`config.mk`:
```
export PLATFORM = sky130hd
export DESIGN_NAME = mic_req_arb
export DESIGN_NICKNAME = d
export VERILOG_FILES = /design/src/rtl/mic_req_arb.sv
export SDC_FILE = /design/constraint.sdc
export NUM_CORES = 1
export LEC_CHECK = 0
export BUFFER_PORTS_ARGS = -buffer_cell sky130_fd_sc_hd__buf_2
export CORE_AREA = 2 2 157 159
export DETAILED_ROUTE_END_ITERATION = 10
export DIE_AREA = 0 0 159 161
export GPL_ROUTABILITY_DRIVEN = 0
export PLACE_DENSITY = 0.35
export SLEW_MARGIN = 20
export SYNTH_ARGS = -nofsm -noshare
export SYNTH_HDL_FRONTEND = slang
export SYNTH_SLANG_ARGS = --single-unit
export TNS_END_PERCENT = 20
```
`constraint.sdc`:
```
create_clock -name clk -period 2.23 [get_ports clk]
set_input_delay 0.3345 -clock clk [delete_from_list [all_inputs] [get_ports clk]]
set_output_delay 0.3345 -clock clk [all_outputs]
set_load 0.005 [all_outputs]
```
`src/rtl/mic_req_arb.sv`:
```
// Packet-granular round-robin arbiter for MIC masters sharing one slave; responses are
// steered back to their masters via a grant-order routing FIFO. Option: MIC_ARB_STATS_EN.
module mic_req_arb #(
  parameter int unsigned NUM_REQ     = 2,
  parameter int unsigned OUTSTANDING = 4
) (
  input  logic                    clk,
  input  logic                    reset,
  input  logic [NUM_REQ*64-1:0]   I_TDATA,
  input  logic [NUM_REQ-1:0]      I_TVALID,
  output logic [NUM_REQ-1:0]      I_TREADY,
  input  logic [NUM_REQ-1:0]      I_TLAST,
  output logic [63:0]             O_TDATA,
  output logic                    O_TVALID,
  input  logic                    O_TREADY,
  output logic                    O_TLAST,
  input  logic [63:0]             R_I_TDATA,
  input  logic                    R_I_TVALID,
  output logic                    R_I_TREADY,
  input  logic                    R_I_TLAST,
  output logic [NUM_REQ*64-1:0]   R_O_TDATA,
  output logic [NUM_REQ-1:0]      R_O_TVALID,
  input  logic [NUM_REQ-1:0]      R_O_TREADY,
  output logic [NUM_REQ-1:0]      R_O_TLAST
`ifdef MIC_ARB_STATS_EN
  ,
  input  logic                    stat_clear,
  output logic [NUM_REQ*16-1:0]   STAT_PKTS
`endif
);

  localparam int unsigned GW    = $clog2(NUM_REQ);
  localparam int unsigned AW    = $clog2(OUTSTANDING);
  localparam int unsigned PTR_W = AW + 1;

  typedef enum logic {
    IDLE = 1'b0,
    FWD  = 1'b1
  } state_t;

  state_t            state;
  logic [GW-1:0]     grant;
  logic [GW-1:0]     last_grant;
  logic [PTR_W-1:0]  wr_ptr;
  logic [PTR_W-1:0]  rd_ptr;
  logic [PTR_W-1:0]  fifo_cnt;
  logic [GW-1:0]     mem [OUTSTANDING];
  logic [GW-1:0]     head;
  logic              fifo_empty;
  logic              fifo_full;

  logic              arb_found;
  logic [GW-1:0]     arb_pick;
  int unsigned       arb_idx;
  logic              sel_valid;
  logic              sel_last;
  logic [63:0]       sel_data;
  logic              fwd;
  logic              pkt_done;
  logic              push;
  logic              pop;

  assign fifo_cnt   = wr_ptr - rd_ptr;
  assign fifo_empty = (wr_ptr == rd_ptr);
  assign fifo_full  = (fifo_cnt == PTR_W'(OUTSTANDING));
  assign head       = mem[rd_ptr[AW-1:0]];

  // First valid port after last_grant, wrapping modulo NUM_REQ.
  always_comb begin
    arb_found = 1'b0;
    arb_pick  = '0;
    arb_idx   = 0;
    for (int unsigned i = 1; i <= NUM_REQ; i++) begin
      arb_idx = 32'(last_grant) + i;
      if (arb_idx >= NUM_REQ) arb_idx = arb_idx - NUM_REQ;
      if (!arb_found && I_TVALID[GW'(arb_idx)]) begin
        arb_found = 1'b1;
        arb_pick  = GW'(arb_idx);
      end
    end
  end

  always_comb begin
    sel_valid = 1'b0;
    sel_last  = 1'b0;
    sel_data  = '0;
    for (int n = 0; n < NUM_REQ; n++) begin
      if (grant == GW'(n)) begin
        sel_valid = I_TVALID[n];
        sel_last  = I_TLAST[n];
        sel_data  = I_TDATA[n*64 +: 64];
      end
    end
  end

  assign fwd      = (state == FWD);
  assign O_TVALID = fwd & sel_valid;
  assign O_TLAST  = fwd & sel_last;
  assign O_TDATA  = fwd ? sel_data : 64'h0;
  assign pkt_done = O_TVALID & O_TREADY & O_TLAST;

  always_comb begin
    I_TREADY = '0;
    for (int n = 0; n < NUM_REQ; n++) begin
      I_TREADY[n] = fwd && (grant == GW'(n)) && O_TREADY;
    end
  end

  // Response steering: only the master at the FIFO head sees the response stream.
  always_comb begin
    R_O_TVALID = '0;
    R_O_TLAST  = '0;
    R_I_TREADY = 1'b0;
    for (int n = 0; n < NUM_REQ; n++) begin
      if (!fifo_empty && (head == GW'(n))) begin
        R_O_TVALID[n] = R_I_TVALID;
        R_O_TLAST[n]  = R_I_TLAST;
        R_I_TREADY    = R_O_TREADY[n];
      end
    end
  end

  assign R_O_TDATA = {NUM_REQ{R_I_TDATA}};
  assign pop       = R_I_TVALID & R_I_TREADY & R_I_TLAST;
  // A same-cycle pop frees the slot, so a full FIFO may still accept a grant.
  assign push      = (state == IDLE) & arb_found & (~fifo_full | pop);

  always_ff @(posedge clk) begin
    if (!reset) begin
      state      <= IDLE;
      grant      <= '0;
      last_grant <= GW'(NUM_REQ - 1);
      wr_ptr     <= '0;
      rd_ptr     <= '0;
    end else begin
      case (state)
        IDLE: begin
          if (push) begin
            grant <= arb_pick;
            state <= FWD;
          end
        end
        FWD: begin
          if (pkt_done) begin
            last_grant <= grant;
            state      <= IDLE;
          end
        end
        default: state <= IDLE;
      endcase
      if (push) wr_ptr <= wr_ptr + PTR_W'(1);
      if (pop)  rd_ptr <= rd_ptr + PTR_W'(1);
    end
  end

  always_ff @(posedge clk) begin
    if (push) mem[wr_ptr[AW-1:0]] <= arb_pick;
  end

`ifdef MIC_ARB_STATS_EN
  logic [15:0] stat_cnt [NUM_REQ];

  // Clear wins over a same-cycle packet completion.
  always_ff @(posedge clk) begin
    for (int n = 0; n < NUM_REQ; n++) begin
      if (!reset || stat_clear) begin
        stat_cnt[n] <= '0;
      end else if (pkt_done && (grant == GW'(n))) begin
        stat_cnt[n] <= stat_cnt[n] + 16'd1;
      end
    end
  end

  always_comb begin
    STAT_PKTS = '0;
    for (int n = 0; n < NUM_REQ; n++) begin
      STAT_PKTS[n*16 +: 16] = stat_cnt[n];
    end
  end
`endif

endmodule
```
# == After elaboration in Yosys (flattened, before gate mapping) ==
# Memory sizes are Yosys's and may differ from the RTL's. A register that Yosys moved wholly into a read port is not among the register bits.
# Cells that the tools add are included.
# totals
n_memories,1
mem_bits_rw,4
regBits,9
# op_classes
reduce_logical,11
muxes,26
order_cmp,4
eq_ne,2
n_bitwise,13
addsub,7
# memory_table
memory,words,word_bits,read_ports,rd_clocked_by_memory_dff,wr,line,text
mem,4,1,1,1,1,47,logic [GW-1:0] mem [OUTSTANDING];
# ops
operator,n
two-way mux 64 bit,2
two-way mux 1 bit,21
AND 1 bit,8
logical AND 1 bit,7
"adder 3 x 1 -> 3 bit, second input constant",2
"less-than comparator 1 x 2 -> 1 bit, second input constant",2
two-way mux 2 bit,2
NOT 1 bit,4
AND reduction 2 bit,2
"adder 1 x 2 -> 3 bit, second input constant",1
equality test 3 bit,1
"equality test 3 bit, second input constant",1
">= comparator 3 x 2 -> 1 bit, second input constant",1
subtractor 3 bit,1
"adder 1 x 1 -> 2 bit, second input constant",1
">= comparator 2 bit, second input constant",1
zero test 1 bit,2
one-hot mux 1 bit (2 select lines),1
"subtractor 1 bit, second input constant",2
bitwise OR 1 bit,1

# == Logic depth before layout (Yosys ltp) ==
# Gate-level depths: netlist of run 1.
# depth
depth_word,13
depth_mapped,7
ltp_nobuf,7

# == Worst setup path after synthesis of run 1 ==
# No wires, ideal clock.
# synth_timing
kind,reg-to-reg
startpoint,register (tool-made name)
endpoint,memory mem[0] in the netlist's numbering (enable)
slack_ns,0.267
t_arrival_ns,1.720
n_path_buf,0
period_less_slack_ns,1.963
path_stages_with_launch,5
path_cell_list,dfxtp_1 > mux4_2 > mux2_4 > a211o_1 > and3_2
# synth_lines
element,line
end: declaration,47

==> impl_metrics.env, run 1 <==
export IMPL_crit_chain="mux4_2, mux2_4, and2_2, buf_2"
export IMPL_finalSetupTns_ps=0
export IMPL_buffers_inserted_by_post_cts_timing_repair=0
export IMPL_grt_antenna_before_repair=0
export IMPL_ff_latch_area_um2=345
export IMPL_postLayoutCellArea_mm2=0.00350
export IMPL_peak_vdd_ir_mv=0.212
export IMPL_layout_cells_most_common="buf_2"
export IMPL_initial_utilization_pct=12.2
export IMPL_critPathLaunchType="flop"
export IMPL_grt_ovfl_total=0
export IMPL_synth_area_in_compound_gates_pct=2.79
export IMPL_worstSkewPairLatency_ps=240
export IMPL_total_core_area_mm2=0.0240
export IMPL_grt_first_pass_wirelength_um=12500
export IMPL_cts_max_path_buffers=2
export IMPL_syn_mean_instance_area_um2=8.11
export IMPL_crit_arrival_ps=1790
export IMPL_viasPerCell=3.17
export IMPL_worstReg2RegStart="mem[3]$_DFFE_PP_"
export IMPL_power_leakage_nw=1.65
export IMPL_timing_worst_setup_path_type="flop to primary output"
export IMPL_top_layer="met4"
export IMPL_slowest_delay_ps=540
export IMPL_fmax_mhz=470
export IMPL_largest_family_of_logic_cells_by_synthesized_area="buffers and inverters"
export IMPL_die_h_um=161
export IMPL_yosys_cell_types_count=32
export IMPL_r2r_end="mem[3]$_DFFE_PP_"
export IMPL_critical_path_top_delay_family="multiplexers"
export IMPL_fin_worst_skew_ps=1.82
export IMPL_most_common_layout_cells="buf_2, mux2i_1, nor2b_1, nand2_1, dfxtp_1"
export IMPL_rsz0062_at_grt="no"
export IMPL_worst_hold_startpoint="reset"
export IMPL_post_dp_hpwl_um=7680
export IMPL_route_met2_wl_um=4710
export IMPL_violation_count_after_the_first_detailed_routing_iteration=48
export IMPL_synth_ff_latch_count=15
export IMPL_slew_viol_final=0
export IMPL_pin_count=404
export IMPL_clock_sinks=15
export IMPL_post_synth_fa_ha_maj_area_fraction_pct=3.00
export IMPL_path_clk_slew_ps=50
export IMPL_nNetsFinal=647
export IMPL_route_detailed_drc=0
export IMPL_total_via_count_after_detailed_routing=2406
export IMPL_worst_r2r_cell_count=4
export IMPL_whs_endpoint="last_grant$_SDFFE_PN1P_"
export IMPL_wl_um=8900
export IMPL_synth_xor_area_share_pct=1.20
export IMPL_actual_transition_at_the_worst_max_transition_pin_ps=598
export IMPL_wl_met1_um=2970
export IMPL_syn_nets=570
export IMPL_reg2reg_slack_ps=140
export IMPL_hold_path_depth=2
export IMPL_dieArea_mm2=0.0256
export IMPL_synth_simple_area_share_pct=21.2
export IMPL_setup_viol=0
export IMPL_chipWidth_um=159
export IMPL_required_ps=1900
export IMPL_grt_start_max_net_pins=56
export IMPL_synth_mux_area_share_pct=24.6
export IMPL_tritoncts_num_buffers=3
export IMPL_cts_hold_buffers=0
export IMPL_post_route_period_util_pct=95.4
export IMPL_crit_path_max_fanout=6
export IMPL_routed_wl_met3_um=939
export IMPL_diodes=0
export IMPL_status="finished clean"
export IMPL_max_slew_margin_pct=59.8
export IMPL_syn_inst=360
export IMPL_tritoncts_clock_tree="built"
export IMPL_layout_cell_share_with_drive_strength_beyond_1_pct=53.4
export IMPL_layout_min_cycle_time_ps=2130
export IMPL_post_dp_cell_area_mm2=0.00342
export IMPL_cts_repair_resized=0
export IMPL_timing_critical_path_slowest_stage_cell="mux4_2"
export IMPL_powerDensity_mw_per_mm2=370
export IMPL_worst_setup_path_end_kind="primary output"
export IMPL_timing_final_hold_violations=0
export IMPL_clock_tree_htree_level_count=1
export IMPL_worst_path_buf_inv=1
export IMPL_critical_path_startpoint="mem[3]$_DFFE_PP_"
export IMPL_grt_pass1_vias=2279
export IMPL_post_drt_wl_per_cell_um=11.7
export IMPL_nFillCells=2820
export IMPL_max_cap_viol_count=0
export IMPL_rows=57
export IMPL_route_antenna_remaining_nets=0
export IMPL_first_pass_iters=4
export IMPL_multiInputGateArea_mm2=0.00154
export IMPL_port_buffers=211
export IMPL_synth_sequential_area_ratio_pct=11.7
export IMPL_synthesis_yosys_warnings=0
export IMPL_syn_to_final_growth_pct=20.0
export IMPL_hp_class="input port to flop"
export IMPL_synthesis_area_mm2=0.00292
export IMPL_cts_root_buffer="clkbuf_16"
export IMPL_grtUsageTotal_pct=6.06
[final cells by class]
cell class,instances,area share [%]
repair buffers,216,31.9
multi-input cells,197,44.0
inverters,4,0.429
clock buffers,4,2.25
flip-flops and latches,15,9.86
well taps,324,11.6
[Yosys cell counts]
cell	n	share of area, %
a211o_1	1	0.30
a211oi_1	1	0.26
a21boi_0	2	0.51
a21oi_1	2	0.34
a31oi_1	2	0.43
and2_1	4	0.86
and2_2	2	0.51
and3_1	1	0.21
and3_2	6	1.5
and4_4	1	0.39
buf_1	2	0.26
buf_2	2	0.34
buf_4	128	33
clkbuf_1	12	1.5
dfxtp_1	11	7.5
edfxtp_1	4	4.1
ha_1	7	3.0
inv_1	4	0.51
mux2_4	1	0.51
mux2i_1	68	23
mux4_2	1	0.77
nand2_1	11	1.4
nand2b_1	1	0.21
nand3_1	4	0.69
nor2_1	6	0.77
nor2b_1	67	14
o211ai_1	1	0.26
o21a_1	2	0.51
o21ai_0	1	0.17
or2_2	1	0.21
xnor2_1	3	0.90
xor2_1	1	0.30
[layer usage]
layer  track usage [%]  vias to the layer above
met2              11.9                      181
met4              2.27                        0
met5                 0                        -
met3              2.13                       18
li1                  -                     1198
met1              5.78                     1009
[worst max-delay path by stage]
stage | depth (start not counted) | slack [ps] | to
after floorplan | 4 | 270 | mem[0]$_DFFE_PP_
after CTS | 4 | 90 | R_I_TREADY
final | 4 | 100 | R_I_TREADY
after global routing | 4 | 40 | R_I_TREADY
after global placement | 5 | 140 | wr_ptr[2]$_SDFFE_PN0P_
after detailed placement | 4 | 140 | mem[3]$_DFFE_PP_
[cell families after synthesis]
group | after synthesis
buf+inv | 148
fa+ha+maj | 7
compound gates | 12
mux | 70
flops | 15
simple gates | 104
xor+xnor | 4
[through the flow]
step | util, % | hold slack [ps] | cells | total power, W | setup slack [ps]
floorplan | - | 450 | 360 | 0.000840 | 267
global placement | 14.3 | 480 | 756 | 0.000972 | 145
detailed placement | 14.3 | 477 | 756 | 0.000965 | 145
CTS | 14.6 | 406 | 760 | 0.00132 | 85.7
global route | 14.6 | 434 | 760 | 0.00139 | 37.3
finish | 14.6 | 402 | 760 | 0.00130 | 102
[power breakdown]
part	total [W]	internal (W)	switching, W
Combinational	0.000627	0.000347	0.000280
Sequential	0.000322	0.000299	0.0000230
Clock	0.000347	0.000242	0.000105
(Power assumes the default switching activity.)
==> inputs of run 2 (changes only) <==
- CTS_BUF_LIST: not set -> sky130_fd_sc_hd__clkbuf_16
==> impl_metrics.env, run 2 (synthesis results as in run 1) <==
export IMPL_hp_class="input port to flop"
export IMPL_netSwitchingFraction_pct=31.6
export IMPL_timing_final_hold_violations=0
export IMPL_layout_min_cycle_time_ps=2130
export IMPL_pin_count=404
export IMPL_peak_vdd_ir_mv=0.212
export IMPL_share_seq_of_total_power_pct=24.9
export IMPL_max_slew_margin_pct=59.8
export IMPL_fin_worst_skew_ps=1.62
export IMPL_rows=57
export IMPL_required_ps=1900
export IMPL_switchingPower_w=0.000408
export IMPL_violation_count_after_the_first_detailed_routing_iteration=48
export IMPL_worst_hold_slack_ps=402
export IMPL_cts_root_buffer="clkbuf_16"
export IMPL_wl_um=8900
export IMPL_grt_antenna_before_repair=0
export IMPL_diodes=0
export IMPL_power_leakage_nw=1.65
export IMPL_layout_cells_most_common="buf_2"
export IMPL_clock_tree_htree_level_count=1
export IMPL_clock_sinks=15
export IMPL_crit_arrival_ps=1790
export IMPL_most_common_layout_cells="buf_2, mux2i_1, nor2b_1, nand2_1, dfxtp_1"
export IMPL_worst_setup_path_end_kind="primary output"
export IMPL_grt_ovfl_total=0
export IMPL_post_dp_hpwl_um=7680
export IMPL_grt_first_pass_wirelength_um=12500
export IMPL_tritoncts_clock_tree="built"
export IMPL_placed_cells=756
export IMPL_timing_worst_setup_path_type="flop to primary output"
export IMPL_crit_path_max_fanout=6
export IMPL_initial_utilization_pct=12.2
export IMPL_nNetsFinal=647
export IMPL_grt_pass1_vias=2281
export IMPL_finalSetupTns_ps=0
export IMPL_die_h_um=161
export IMPL_status="finished clean"
export IMPL_post_drt_wl_per_cell_um=11.7
export IMPL_clockPowerShare_pct=26.5
export IMPL_post_route_period_util_pct=95.4
export IMPL_buffers_inserted_by_post_cts_timing_repair=0
export IMPL_total_core_area_mm2=0.0240
export IMPL_grt_start_max_net_pins=56
export IMPL_powerDensity_mw_per_mm2=369
export IMPL_chipWidth_um=159
export IMPL_route_detailed_drc=0
export IMPL_cts_hold_buffers=0
export IMPL_viasPerCell=3.17
export IMPL_combinationalPowerShare_pct=48.5
export IMPL_slew_viol_final=0
export IMPL_post_dp_cell_area_mm2=0.00342
export IMPL_tritoncts_num_buffers=3
export IMPL_cts_repair_resized=0
export IMPL_fmax_mhz=470
export IMPL_port_buffers=211
export IMPL_path_clk_slew_ps=50
export IMPL_actual_transition_at_the_worst_max_transition_pin_ps=598
export IMPL_syn_to_final_growth_pct=20.0
export IMPL_layout_cell_share_with_drive_strength_beyond_1_pct=53.4
export IMPL_dieArea_mm2=0.0256
export IMPL_postLayoutCellArea_mm2=0.00350
export IMPL_power_report_internal_total_w=0.000883
export IMPL_critPathLaunchType="flop"
export IMPL_setup_viol=0
export IMPL_route_antenna_remaining_nets=0
export IMPL_total_via_count_after_detailed_routing=2406
export IMPL_final_cell_count_no_fill=760
export IMPL_first_pass_iters=4
export IMPL_grtUsageTotal_pct=6.06
export IMPL_worstSkewPairLatency_ps=240
export IMPL_rsz0062_at_grt="no"
export IMPL_cts_max_path_buffers=2
export IMPL_max_cap_viol_count=0
## run 2: final cells by class
cell class                 instances  area [um^2]
fill                            2820        20500
multi-input combinational        197         1540
timing repair buffer             216         1120
tap                              324          405
sequential                        15          345
clock buffer                       3         75.1
inverter                           4         15.0
clock inverter                     1         3.75
## run 2: power groups by stage
stage / sequential [W] / clock, W / combinational, W
after detailed placement: 0.000330 / 0 / 0.000635
final: 0.000322 / 0.000343 / 0.000627
after CTS: 0.000325 / 0.000355 / 0.000637
after global placement: 0.000331 / 0 / 0.000641
after global routing: 0.000326 / 0.000362 / 0.000700
after floorplan: 0.000314 / 0 / 0.000526
## run 2: critical path, stage by stage (launching register included)
cell	delay (ps)
edfxtp_1	350
mux4_2	540
mux2_4	370
and2_2	170
buf_2	120
## run 2: worst paths after layout
| kind | slack, ps | endpoint | cells after the start | start |
|---|---|---|---|---|
| setup / recovery | 100 | R_I_TREADY | 4 | mem[3]$_DFFE_PP_ |
| hold / removal | 400 | last_grant$_SDFFE_PN1P_ | 2 | reset |
| setup reg to reg | 140 | mem[3]$_DFFE_PP_ | 4 | mem[3]$_DFFE_PP_ |
| hold reg to reg | 480 | last_grant$_SDFFE_PN1P_ | 2 | last_grant$_SDFFE_PN1P_ |
## run 2: per-stage QoR
stage	setup WS [ps]	total power, W	util (%)
after floorplan	267	0.000840	-
after global placement	145	0.000972	14.3
after detailed placement	145	0.000965	14.3
after CTS	85.7	0.00132	14.6
after global routing	37.3	0.00139	14.6
final	102	0.00129	14.6
## run 2: per-layer routing
metal	track usage (%)	part of all wire [%]	wire length, um
met5	0	0	0
met4	2.27	3.2	286
met3	2.13	11	939
met2	11.9	53	4710
met1	5.78	33	2970
